**src/rtl/keypad_scan.sv**
```systemverilog
`default_nettype none
// ============================================================================
//  Module      : keypad_scan
//  Description : Scans a 4x4 active-low key matrix one column at a time.
//                The column pattern rotates the same way as the 7-seg digit
//                anodes. Row samples are debounced over whole scans, and a
//                single debounced key is reported as a code plus press pulse.
//  Ports       : clk       - system clock
//                rst       - synchronous active-high reset
//                row[3:0]  - matrix rows, active-low, asynchronous to clk
//                col[3:0]  - column drive, one-hot active-low
//                key_code  - accepted key, col_idx*4 + row_idx
//                key_valid - one-cycle pulse on a newly accepted press
//                key_held  - high while the accepted key is considered down
//  Revision    : 1.0  initial release
// ============================================================================
module keypad_scan #(
  parameter int SCAN_DIV       = 4,   // clk cycles per column, 4..65535
  parameter int DEBOUNCE_SCANS = 3    // full scans to accept press/release, 2..15
) (
  input  logic       clk,
  input  logic       rst,
  input  logic [3:0] row,
  output logic [3:0] col,
  output logic [3:0] key_code,
  output logic       key_valid,
  output logic       key_held
);

  localparam logic [15:0] c_div_last  = 16'(SCAN_DIV - 1);
  localparam logic [3:0]  c_db_target = 4'(DEBOUNCE_SCANS);

  typedef enum logic [1:0] {
    ST_IDLE     = 2'd0,
    ST_DB_PRESS = 2'd1,
    ST_HELD     = 2'd2,
    ST_DB_REL   = 2'd3
  } state_t;

  logic [3:0]  r_sync1;
  logic [3:0]  r_sync2;
  logic [15:0] r_div_cnt;
  logic [3:0]  r_col;
  logic [1:0]  r_col_idx;
  logic [15:0] r_snapshot;
  state_t      r_state;
  logic [3:0]  r_stab_cnt;
  logic [3:0]  r_cand;
  logic [3:0]  r_key_code;
  logic        r_key_valid;
  logic        r_key_held;

  logic [3:0]  w_row_hit;
  logic        w_tick;
  logic        w_scan_done;
  logic [15:0] w_image;
  logic [4:0]  w_hits;
  logic [3:0]  w_hit_idx;
  logic        w_one;
  logic [3:0]  w_stab_next;

  // Synchronised rows, inverted so a pressed key reads as 1.
  assign w_row_hit   = ~r_sync2;
  assign w_tick      = (r_div_cnt == c_div_last);
  assign w_scan_done = w_tick && (r_col_idx == 2'd3);
  assign w_stab_next = r_stab_cnt + 4'd1;

  // Full 16-bit image of this scan: the last column has not been written into
  // the snapshot yet when the scan completes, so merge the live sample here.
  always_comb begin
    w_image = r_snapshot;
    w_image[{r_col_idx, 2'b00} +: 4] = w_row_hit;
  end

  // Population count plus index of the (last) set bit; the index only matters
  // when exactly one bit is set.
  always_comb begin
    w_hits    = 5'd0;
    w_hit_idx = 4'd0;
    for (int i = 0; i < 16; i++) begin
      if (w_image[i]) begin
        w_hits    = w_hits + 5'd1;
        w_hit_idx = 4'(i);
      end
    end
  end

  assign w_one = (w_hits == 5'd1);

  always_ff @(posedge clk) begin
    if (rst) begin
      r_sync1     <= 4'b1111;
      r_sync2     <= 4'b1111;
      r_div_cnt   <= 16'd0;
      r_col       <= 4'b1110;
      r_col_idx   <= 2'd0;
      r_snapshot  <= 16'd0;
      r_state     <= ST_IDLE;
      r_stab_cnt  <= 4'd0;
      r_cand      <= 4'd0;
      r_key_code  <= 4'd0;
      r_key_valid <= 1'b0;
      r_key_held  <= 1'b0;
    end else begin
      r_sync1     <= row;
      r_sync2     <= r_sync1;
      r_key_valid <= 1'b0;

      if (w_tick) begin
        r_div_cnt                         <= 16'd0;
        r_snapshot[{r_col_idx, 2'b00} +: 4] <= w_row_hit;
        r_col                             <= {r_col[2:0], r_col[3]};
        r_col_idx                         <= r_col_idx + 2'd1;
      end else begin
        r_div_cnt <= r_div_cnt + 16'd1;
      end

      if (w_scan_done) begin
        case (r_state)
          ST_IDLE: begin
            if (w_one) begin
              r_cand     <= w_hit_idx;
              r_stab_cnt <= 4'd1;
              r_state    <= ST_DB_PRESS;
            end
          end
          ST_DB_PRESS: begin
            if (w_one && (w_hit_idx == r_cand)) begin
              r_stab_cnt <= w_stab_next;
              if (w_stab_next == c_db_target) begin
                r_key_code  <= r_cand;
                r_key_held  <= 1'b1;
                r_key_valid <= 1'b1;
                r_state     <= ST_HELD;
              end
            end else if (w_one) begin
              r_cand     <= w_hit_idx;
              r_stab_cnt <= 4'd1;
            end else begin
              r_state <= ST_IDLE;
            end
          end
          ST_HELD: begin
            if (!(w_one && (w_hit_idx == r_key_code))) begin
              r_stab_cnt <= 4'd1;
              r_state    <= ST_DB_REL;
            end
          end
          ST_DB_REL: begin
            // A bounce back to the held key resumes holding without a new pulse;
            // anything else (none, other key, ghosting) counts toward release.
            if (w_one && (w_hit_idx == r_key_code)) begin
              r_state <= ST_HELD;
            end else begin
              r_stab_cnt <= w_stab_next;
              if (w_stab_next == c_db_target) begin
                r_key_held <= 1'b0;
                r_state    <= ST_IDLE;
              end
            end
          end
          default: r_state <= ST_IDLE;
        endcase
      end
    end
  end

  assign col       = r_col;
  assign key_code  = r_key_code;
  assign key_valid = r_key_valid;
  assign key_held  = r_key_held;

endmodule
`default_nettype wire
```
**config.mk**
```make
export PLATFORM = sky130hd
export DESIGN_NAME = keypad_scan
export DESIGN_NICKNAME = d
export VERILOG_FILES = /design/src/rtl/keypad_scan.sv
export SDC_FILE = /design/constraint.sdc
export NUM_CORES = 1
export LEC_CHECK = 0
export ABC_AREA = 1
export CAP_MARGIN = 20
export CORE_ASPECT_RATIO = 0.9
export CORE_UTILIZATION = 40
export DETAILED_ROUTE_END_ITERATION = 6
export GPL_ROUTABILITY_DRIVEN = 1
export HOLD_SLACK_MARGIN = 0.05
export PLACE_DENSITY = 0.61
export SLEW_MARGIN = 20
export SYNTH_ARGS = -nofsm -noshare
export SYNTH_HDL_FRONTEND = slang
export SYNTH_SLANG_ARGS = --single-unit
```
**constraint.sdc**
```tcl
create_clock -name clk -period 28.4 [get_ports clk]
set_clock_uncertainty 0.15 [all_clocks]
set_input_delay 5.68 -clock clk [delete_from_list [all_inputs] [get_ports clk]]
set_output_delay 5.68 -clock clk [all_outputs]
set_load 0.01 [all_outputs]
```
# After elaboration in Yosys (flattened, before gate mapping)

Cells that the tools add are included.

Register bits after elaboration: 62
Input bits: 6
Output and inout bits: 10
Word-level logic and storage cells: 123

$add $sub $neg: 19
Equality and inequality tests: 19
Shift operators: 2
Mux-type cells: 54
Bitwise gates (word level): 4
Reductions and logical operators: 13

Operators by type and width:

| kind                                                  | number |
|---|---|
| two-way mux 4 bit                                     | 20 |
| adder 5 x 1 -> 5 bit (second input constant)          | 15 |
| two-way mux 5 bit                                     | 15 |
| adder 16 x 1 -> 16 bit (second input constant)        | 1 |
| bitwise mux 16 bit                                    | 1 |
| equality test 16 x 2 -> 1 bit (second input constant) | 1 |
| one-hot mux 4 bit (4 select lines)                    | 1 |
| variable shift 4 x 6 -> 16 bit (first input constant) | 1 |
| variable part select 4 x 6 -> 16 bit                  | 1 |
| two-way mux 2 bit                                     | 7 |
| inequality test 2 bit (second input constant)         | 7 |
| AND reduction 6 bit                                   | 2 |
| inequality test 3 bit (second input constant)         | 3 |
| equality test 4 bit                                   | 2 |
| one-hot mux 2 bit (4 select lines)                    | 1 |
| one-hot mux 4 bit (2 select lines)                    | 1 |
| two-way mux 1 bit                                     | 7 |
| equality test 2 bit (second input constant)           | 3 |
| negation 4 -> 6 bit                                   | 1 |
| AND reduction 3 bit                                   | 2 |
| equality test 5 x 1 -> 1 bit (second input constant)  | 1 |
| adder 4 x 1 -> 4 bit (second input constant)          | 1 |
| equality test 4 x 2 -> 1 bit (second input constant)  | 1 |
| inverter 4 bit                                        | 1 |
| other kinds (10)                                      | 15 |

# Logic depth before layout (Yosys ltp)

Gate-level depths: netlist (run 1).

Depth in word-level cells: 38
Mapped depth: 68
Gate-level depth less buffers: 67

# Least setup slack after synthesis (run 1)

No wires, ideal clock.

Path type: flip-flop to flip-flop
Start point: register r_col_idx[0]
End point: register r_state[1]
Setup time: 0.114 ns
Data arrival time: 10.386 ns
Required time: 28.136 ns
Path slack: 17.750 ns
Cell stages (with the launch flop): 65
Buffers on the path: 1
Period minus slack after synthesis: 10.650 ns
Cells stage by stage: dfxtp_1 > buf_2 > inv_2 > ha_1 > nor2_8 > nand2_1 > nand2_1 > inv_1 > ha_1 > inv_1 > nand2_4 > nand2_4 > ha_1 > or2_1 > and2_1 > ha_1 > nand2_1 > nand2_1 > (+29 left out) > ha_1 > or2_2 > nand2_1 > inv_1 > ha_1 > nand2_1 > o21ai_1 > ha_1 > o21ai_2 > nand2_2 > nor2_8 > nand4_2 > nand2_1 > nand3_1 > nor2_4 > nand2_1 > nand2_1 > nor2_2

Longest elaborated chain between the ends: 38
Elaborated cells between the ends (all ways): 66
Those cells by class: add/sub (16); eq/ne (9); shift (2); mux (35); reduce/logical (4)

RTL lines:

| element                                                                                       | RTL line      | text |
|---|---|---|
| from (decl)                                                                                   | 44            | `logic [1:0] r_col_idx;` |
| from (signal assigned)                                                                        | 113           | `r_col_idx <= r_col_idx + 2'd1;` |
| negation 4 -> 6 bit                                                                           | 72            | `w_image[{r_col_idx, 2'b00} +: 4] = w_row_hit;` |
| variable part select 4 x 6 -> 16 bit / variable shift 4 x 6 -> 16 bit (equally long branches) | 72            |  |
| bitwise mux 16 bit                                                                            | 72            |  |
| two-way mux 1 bit                                                                             | 81            | `if (w_image[i]) begin` |
| adder 5 x 1 -> 5 bit                                                                          | 82            | `w_hits = w_hits + 5'd1;` |
| two-way mux 5 bit                                                                             | 81            |  |
| adder 5 x 1 -> 5 bit                                                                          | 82            |  |
| two-way mux 5 bit                                                                             | 81            |  |
| (+22 left out)                                                                                | n/a           |  |
| adder 5 x 1 -> 5 bit                                                                          | 82            |  |
| two-way mux 5 bit                                                                             | 81            |  |
| adder 5 x 1 -> 5 bit                                                                          | 82            |  |
| two-way mux 5 bit                                                                             | 81            |  |
| equality test 5 x 1 -> 1 bit                                                                  | 88            | `assign w_one = (w_hits == 5'd1);` |
| logical AND 1 bit, on equally long branches                                                   | 144, 152, 128 |  |
| inequality test 3 bit (no line), or another cell as far along                                 | n/a           |  |
| AND reduction 6 bit (no line) / one-hot mux 2 bit (4 select lines) (equally long branches)    | n/a           |  |
| to (signal assigned)                                                                          | 146           | `r_state <= ST_DB_REL;` |
| to (signal assigned)                                                                          | 153           | `r_state <= ST_HELD;` |
| to (signal assigned)                                                                          | 158           | `r_state <= ST_IDLE;` |
| to (decl)                                                                                     | 46            | `state_t r_state;` |

Several ways; a longest one is shown, not always the timed one.
A chain may end at the register's enable or synchronous reset.

# Worst setup path after layout (run 1)

Ends and elaborated chain as after synthesis.

==> results of run 1 <==
-- through the flow --
step / total power, uW / util, % / instances
floorplan: 181 / - / 763
global placement: 194 / 43.9 / 928
detailed placement: 198 / 43.9 / 928
CTS: 310 / 46.4 / 944
global route: 331 / 46.4 / 944
finish: 307 / 46.4 / 944
-- cell type report --
cell class / instances / area (um^2) / area share, %
clock inverters: 6 / 68.8 / 1.22
inverters: 136 / 513 / 9.08
multi-input cells: 555 / 3230 / 57.3
well taps: 160 / 200 / 3.55
flip-flops and latches: 62 / 1240 / 22.0
clock buffers: 10 / 239 / 4.23
repair buffers: 15 / 150 / 2.66
-- state kept, by name, summed over array words and instances, names as in the netlist, 2 cells and up --
signal and flops:
col 4, key_code 4, r_cand 4, r_col_idx 2, r_div_cnt 16, r_snapshot 16, r_stab_cnt 4, r_state 2
r_sync1 4, r_sync2 4
-- worst max-delay path by stage --
stage | endpoint | cells past startpoint | slack (ns)
floorplan | r_state[1] | 64 | 17.75
global placement | r_state[0] | 65 | 17.37
detailed placement | r_state[1] | 63 | 17.07
CTS | r_state[1] | 63 | 17.03
global route | r_state[0] | 65 | 16.08
finish | r_state[1] | 63 | 17.04
-- worst reg2reg max path: cells and delay by family, from the launching register on --
family,cells,cell delay [ns]
compound gates,5,0.69
fa+ha+maj,15,4.21
buf+inv,9,0.64
flops,1,0.57
simple gates,34,4.96
-- cell families after synthesis --
group	synth area share (%)
flops	24.7
fa+ha+maj	5.47
compound gates	13.2
simple gates	43.7
buf+inv	11.0
xor+xnor	1.92
-- cells in the final DEF (no fill, tap or decap), types with 2 or more instances in the layout --
cell | netlist | layout
nand3_1 | 35 | 35
nor3_1 | 9 | 9
xor2_1 | 10 | 10
clkbuf_16 | 0 | 9
o21a_1 | 7 | 7
nor4_1 | 6 | 6
o22ai_2 | 2 | 2
clkdlybuf4s50_1 | 0 | 15
nand2_4 | 8 | 8
nor2_2 | 3 | 3
o21ai_2 | 4 | 4
nand3_2 | 27 | 27
o21ai_0 | 25 | 25
nand4_1 | 9 | 9
nor2_8 | 3 | 3
a21oi_2 | 3 | 3
nand3b_1 | 5 | 5
ha_1 | 22 | 22
inv_2 | 20 | 20
o21ai_1 | 2 | 2
o22ai_1 | 2 | 2
a21oi_1 | 27 | 27
or2_2 | 14 | 14
a31oi_1 | 4 | 4
clkinv_4 | 0 | 2
o211ai_1 | 4 | 4
dfxtp_1 | 62 | 62
inv_1 | 114 | 114
nand2_2 | 50 | 50
a21boi_0 | 6 | 6
a211oi_1 | 10 | 10
or2_1 | 3 | 3
nand2_1 | 152 | 152
nor2_1 | 90 | 90
-- power by group through the flow --
stage / Combinational [uW] / Clock [uW] / Sequential (uW)
6_report: 103 / 111 / 92.3
5_1_grt: 120 / 118 / 92.7
4_1_cts: 104 / 114 / 92.3
3_5_place_dp: 104 / 0 / 94.1
3_3_place_gp: 100 / 0 / 94.0
2_1_floorplan: 86.8 / 0 / 93.7
-- metal layers --
layer | track usage [%] | up-vias | part of all wire, %
met5 | 0 | - | 0
met2 | 27.4 | 45 | 44
met3 | 3.27 | 10 | 2.2
li1 | - | 2465 | -
met1 | 22.8 | 1986 | 52
met4 | 4.73 | 0 | 1.1
==> out/results.txt, run 1 <==
cts-stage hold buffer count -> 0
PortBufs -> 15
vias per inst -> 4.77
largest net degree at the start of global routing -> 28
HPWL Detailed -> 8060 um
Internal Power -> 197 uW
Total Neg Setup Slack -> 0 ns
core box area -> 0.0122 mm^2
Worst EP required -> 28.47 ns
worst hold slack -> 0.261 ns
clock group share of total power -> 36.2%
CTS resizes -> 0
top-area cell type share of the netlist area -> 24.7%
Tmin final -> 11.36 ns
initial antenna violation count -> 0
Clk Latency, worst-skew pair -> 0.33 ns
number of fillers in the final layout -> 1,267
worst setup path startpoint -> r_col_idx[0]
Synth Register Bits -> 62
DRT antenna net count -> 0
clock-pin slew on the worst setup and hold paths -> 0.06 ns
reg2reg end -> r_state[1]
Initial Util -> 41.3%
fin crit share -> 40.0%
Arrival @ worst endpoint -> 11.42 ns
Chip Width -> 120 um
ranking of synthesized cells by area -> dfxtp_1 (25%), nand2_1 (11%), inv_1 (8.5%), nor2_1 (6.7%), nand2_2 (6.2%)
Tot GR Track Use -> 16.9%
Fin. Hold Viols -> 0
first-pass GRT wire length -> 18,200 um
asr flop ratio synth -> 0%
switch share -> 35.9%
RSZ-0062 raised after global routing -> no
grt ovf -> 0
CP bufs+invs -> 9
Yosys warning count -> 0
Slew Viols, Final -> 0
r2r setup slk -> 17.04 ns
leading area contributor after synthesis -> dfxtp_1
Site Rows -> 38
Layout area overhead -> 12.3%
htree depth -> 3
DR iter-0 viols -> 200
Worst Hold Class -> reg2reg
full die area -> 0.0130 mm^2
GPL Wtd Cong -> 0.818
CTS root buf -> clkbuf_16
WL/cell -> 10.7 um
CTS tree -> done
CTS max path bufs -> 2
Die Y -> 108 um
Hold Path Sink -> r_sync2[1]
Post-synth top cells -> nand2_1 (152), inv_1 (114), nor2_1 (90), dfxtp_1 (62), nand2_2 (50)
Slew Limit Headroom -> 42.1%
CP Class -> reg2reg
Design Area, Final -> 0.00565 mm^2
Worst path max stage delay -> 0.57 ns
leakage power -> 0.00268 uW
logic gate share of total power -> 33.7%
Post-CTS Setup Bufs -> 0
setup ws final -> 17.04 ns
Setup Viol. Count Final -> 0
DP Area -> 0.00534 mm^2
maximum VDD drop -> 0.0000329 V
Netlist cell types -> 49
Netlist Area Pre-Place -> 0.00503 mm^2
worst slack, placed -> 17.07 ns
RR Startpoint -> r_col_idx[0]
Max Fanout on Critical Path -> 12
Mapped Cells -> 763
I/O Pins -> 16
run status -> complete, no violations
final wirelength -> 10,100 um
Diodes inserted -> 0
drt pass-1 iters -> 4
total number of vias -> 4,506
vias in the first global route -> 4,219
# DRC -> 0
proportion of layout cells with a drive suffix above 1 -> 20.3%
nets@finish -> 807
Inserted Clock Buffers -> 9
Post-synth EDFFs -> 0
startpoint types -> flop
Peak Freq -> 0.0881 GHz
syn avg cell area -> 6.59 um^2
Largest delay share family, worst path -> simple AND/OR/NAND/NOR gates
power density cells -> 54.4 mW/mm^2
reg2reg path depth -> 63
Sink Count -> 62
Seq pwr share -> 30.1%
CP Capture Type -> flop
Most used DFF post-synth -> dfxtp_1
Syn Nets -> 791
sequential fraction of the synthesis area -> 24.7%
Worst Min Path Start -> r_sync1[1]
most frequent cell after synthesis -> nand2_1
max_cap viols -> 0
P_sw -> 110 uW
crit path max-delay cell type -> dfxtp_1
Worst Max-Slew Pin Slew -> 0.866 ns
Hold Path Depth -> 1
Power figures use the tool's default switching activity.
==> run 2, diff against run 1 <==
- clock period: 28.4 -> 11.25 ns (I/O delays scaled with it)
==> run 2 against run 1 <==
Register-to-register slack got worse by 16 ns. Non-clock buffer count increased by 10. Cell count grew 1.1%. Sequential cell count is the same. Wire length up 4.7%. Critical path depth increased by 3. Combinational power grew to 2.8 times the previous value. Largest cell class unchanged.
==> out/results.txt, run 2 (synthesized netlist as in run 1, its figures left out) <==
GPL Wtd Cong -> 0.834
PortBufs -> 15
initial antenna violation count -> 0
Slew Viols, Final -> 0
WP depth -> 66
CTS max path bufs -> 2
Tmin final -> 10.58 ns
total number of vias -> 4,630
WL/cell -> 11.1 um
nets@finish -> 817
Inserted Clock Buffers -> 9
CP Class -> reg2reg
Die Y -> 108 um
largest net degree at the start of global routing -> 28
Slew Limit Headroom -> 39.0%
I/O Pins -> 16
final wirelength -> 10,600 um
Chip Width -> 120 um
full die area -> 0.0130 mm^2
Clk Latency, worst-skew pair -> 0.33 ns
leakage power -> 0.00275 uW
P_sw -> 292 uW
Largest delay share family, worst path -> simple AND/OR/NAND/NOR gates
clock-pin slew on the worst setup and hold paths -> 0.06 ns
Seq pwr share -> 28.1%
worst slack, placed -> 0.113 ns
Setup Viol. Count Final -> 0
top flop regs -> r_div_cnt (16), r_snapshot (16)
vias in the first global route -> 4,440
most common cell after layout, fill and taps aside -> nand2_1
Tot GR Track Use -> 17.0%
Site Rows -> 38
Design Area, Final -> 0.00585 mm^2
Worst path max stage delay -> 0.35 ns
Fin. Hold Viols -> 0
logic gate share of total power -> 35.1%
startpoint types -> flop
Arrival @ worst endpoint -> 10.65 ns
Worst Max-Slew Pin Slew -> 0.906 ns
commonest non-fill, non-tap cells in the layout -> nand2_1 (143), inv_1 (111), nor2_1 (90), dfxtp_1 (60), nand2_2 (58)
Worst Setup EP -> r_state[0]
Worst EP required -> 11.32 ns
Top Usage Layer GRT -> met2
reg2reg end -> r_state[0]
RR Startpoint -> r_col_idx[1]
met1 Resource Use GR -> 21.3%
fin crit share -> 94.0%
cts-stage hold buffer count -> 0
Initial Util -> 41.3%
r2r setup slk -> 0.67 ns
power density cells -> 141 mW/mm^2
reg2reg path depth -> 66
Worst Hold Class -> reg2reg
run status -> complete, no violations
DP Area -> 0.00535 mm^2
Peak Freq -> 0.0945 GHz
CP Capture Type -> flop
Internal Power -> 534 uW
# DRC -> 0
drt pass-1 iters -> 4
global routing usage on met2 -> 30.0%
Sink Count -> 62
first-pass GRT wire length -> 18,500 um
vias per inst -> 4.85
setup ws final -> 0.673 ns
max_cap viols -> 0
Layout area overhead -> 16.2%
most used cell, CP -> ha_1
maximum VDD drop -> 0.0000766 V
HPWL Detailed -> 8230 um
Diodes inserted -> 0
htree depth -> 3
grt ovf -> 0
switch share -> 35.4%
worst setup path startpoint -> r_col_idx[1]
CTS tree -> done
clock group share of total power -> 36.8%
core box area -> 0.0122 mm^2
DR iter-0 viols -> 214
proportion of layout cells with a drive suffix above 1 -> 24.3%
Max Fanout on Critical Path -> 5
GR Util met3 -> 3.01%
CP bufs+invs -> 10
CTS root buf -> clkbuf_16
crit path max-delay cell type -> dfxtp_4
DRT antenna net count -> 0
-- run 2: changes by cell type in the layout (fill, tap and decap cells not counted), moves of 2 or more --
| cell | previous run | this run |
|---|---|---|
| clkinv_4 | 2 | 0 |
| inv_2 | 20 | 22 |
| ha_4 | 0 | 2 |
| inv_1 | 114 | 111 |
| nand3_1 | 35 | 33 |
| nand3_2 | 27 | 29 |
| ha_1 | 22 | 19 |
| o21ai_2 | 4 | 6 |
| nand2_2 | 50 | 58 |
| o21ai_1 | 2 | 0 |
| nand2_1 | 152 | 143 |
| buf_4 | 0 | 10 |
| dfxtp_1 | 62 | 60 |
-- run 2: how the worst min path moves through the flow --
stage | from | to | slack, ns | depth (start not counted)
finish | r_sync1[0] | r_sync2[0] | 0.26 | 1
global route | r_sync1[2] | r_sync2[2] | 0.28 | 1
CTS | r_sync1[0] | r_sync2[0] | 0.26 | 1
detailed placement | r_sync1[0] | r_sync2[0] | 0.24 | 1
global placement | r_sync1[3] | r_sync2[3] | 0.24 | 1
floorplan | r_sync1[0] | r_sync2[0] | 0.24 | 1
-- run 2: power groups by stage --
stage | clock network [uW] | logic (uW) | registers (uW)
after detailed placement | 0 | 264 | 237
after CTS | 310 | 265 | 232
after floorplan | 0 | 219 | 237
final | 304 | 290 | 232
after global routing | 320 | 332 | 233
after global placement | 0 | 255 | 237
-- run 2: cell type report --
class,count,area [um^2]
inverters,136,515
clock buffers,10,239
well taps,160,200
multi-input cells,555,3330
clock inverters,6,92.6
repair buffers,25,225
flip-flops and latches,62,1250
fillers,1267,6320
-- run 2: what timing repair did --
action | CTS | global route
buffers inserted | 0 | 9
resized for setup | 0 | 29
setup endpoints to repair | 0 | 16
-- run 2: layer usage --
| layer | share of wire [%] | up-vias |
|---|---|---|
| li1 | - | 2484 |
| met1 | 49 | 2094 |
| met2 | 48 | 43 |
| met3 | 2.0 | 9 |
| met4 | 0.70 | 0 |
| met5 | 0 | - |
-- run 2: per-stage QoR --
step                TNS, ns  std cells  power [uW]  hold WS [ns]  util (%)
floorplan                 0        763         456         0.239         -
global placement          0        929         491         0.241      43.9
detailed placement        0        929         501         0.244      43.9
CTS                       0        945         808         0.259      46.6
global route         -0.516        954         885         0.282      48.0
finish                    0        954         827         0.256      48.0
-- run 2: worst register-to-register path, delay by kind of cell, from the launching register on --
kind,cells,cell delay (ns)
DFF,1,0.35
adders and majority gates,15,3.83
AOI/OAI and AO/OA,4,0.42
buffers and inverters,10,0.60
and+or+nand+nor,37,5.15
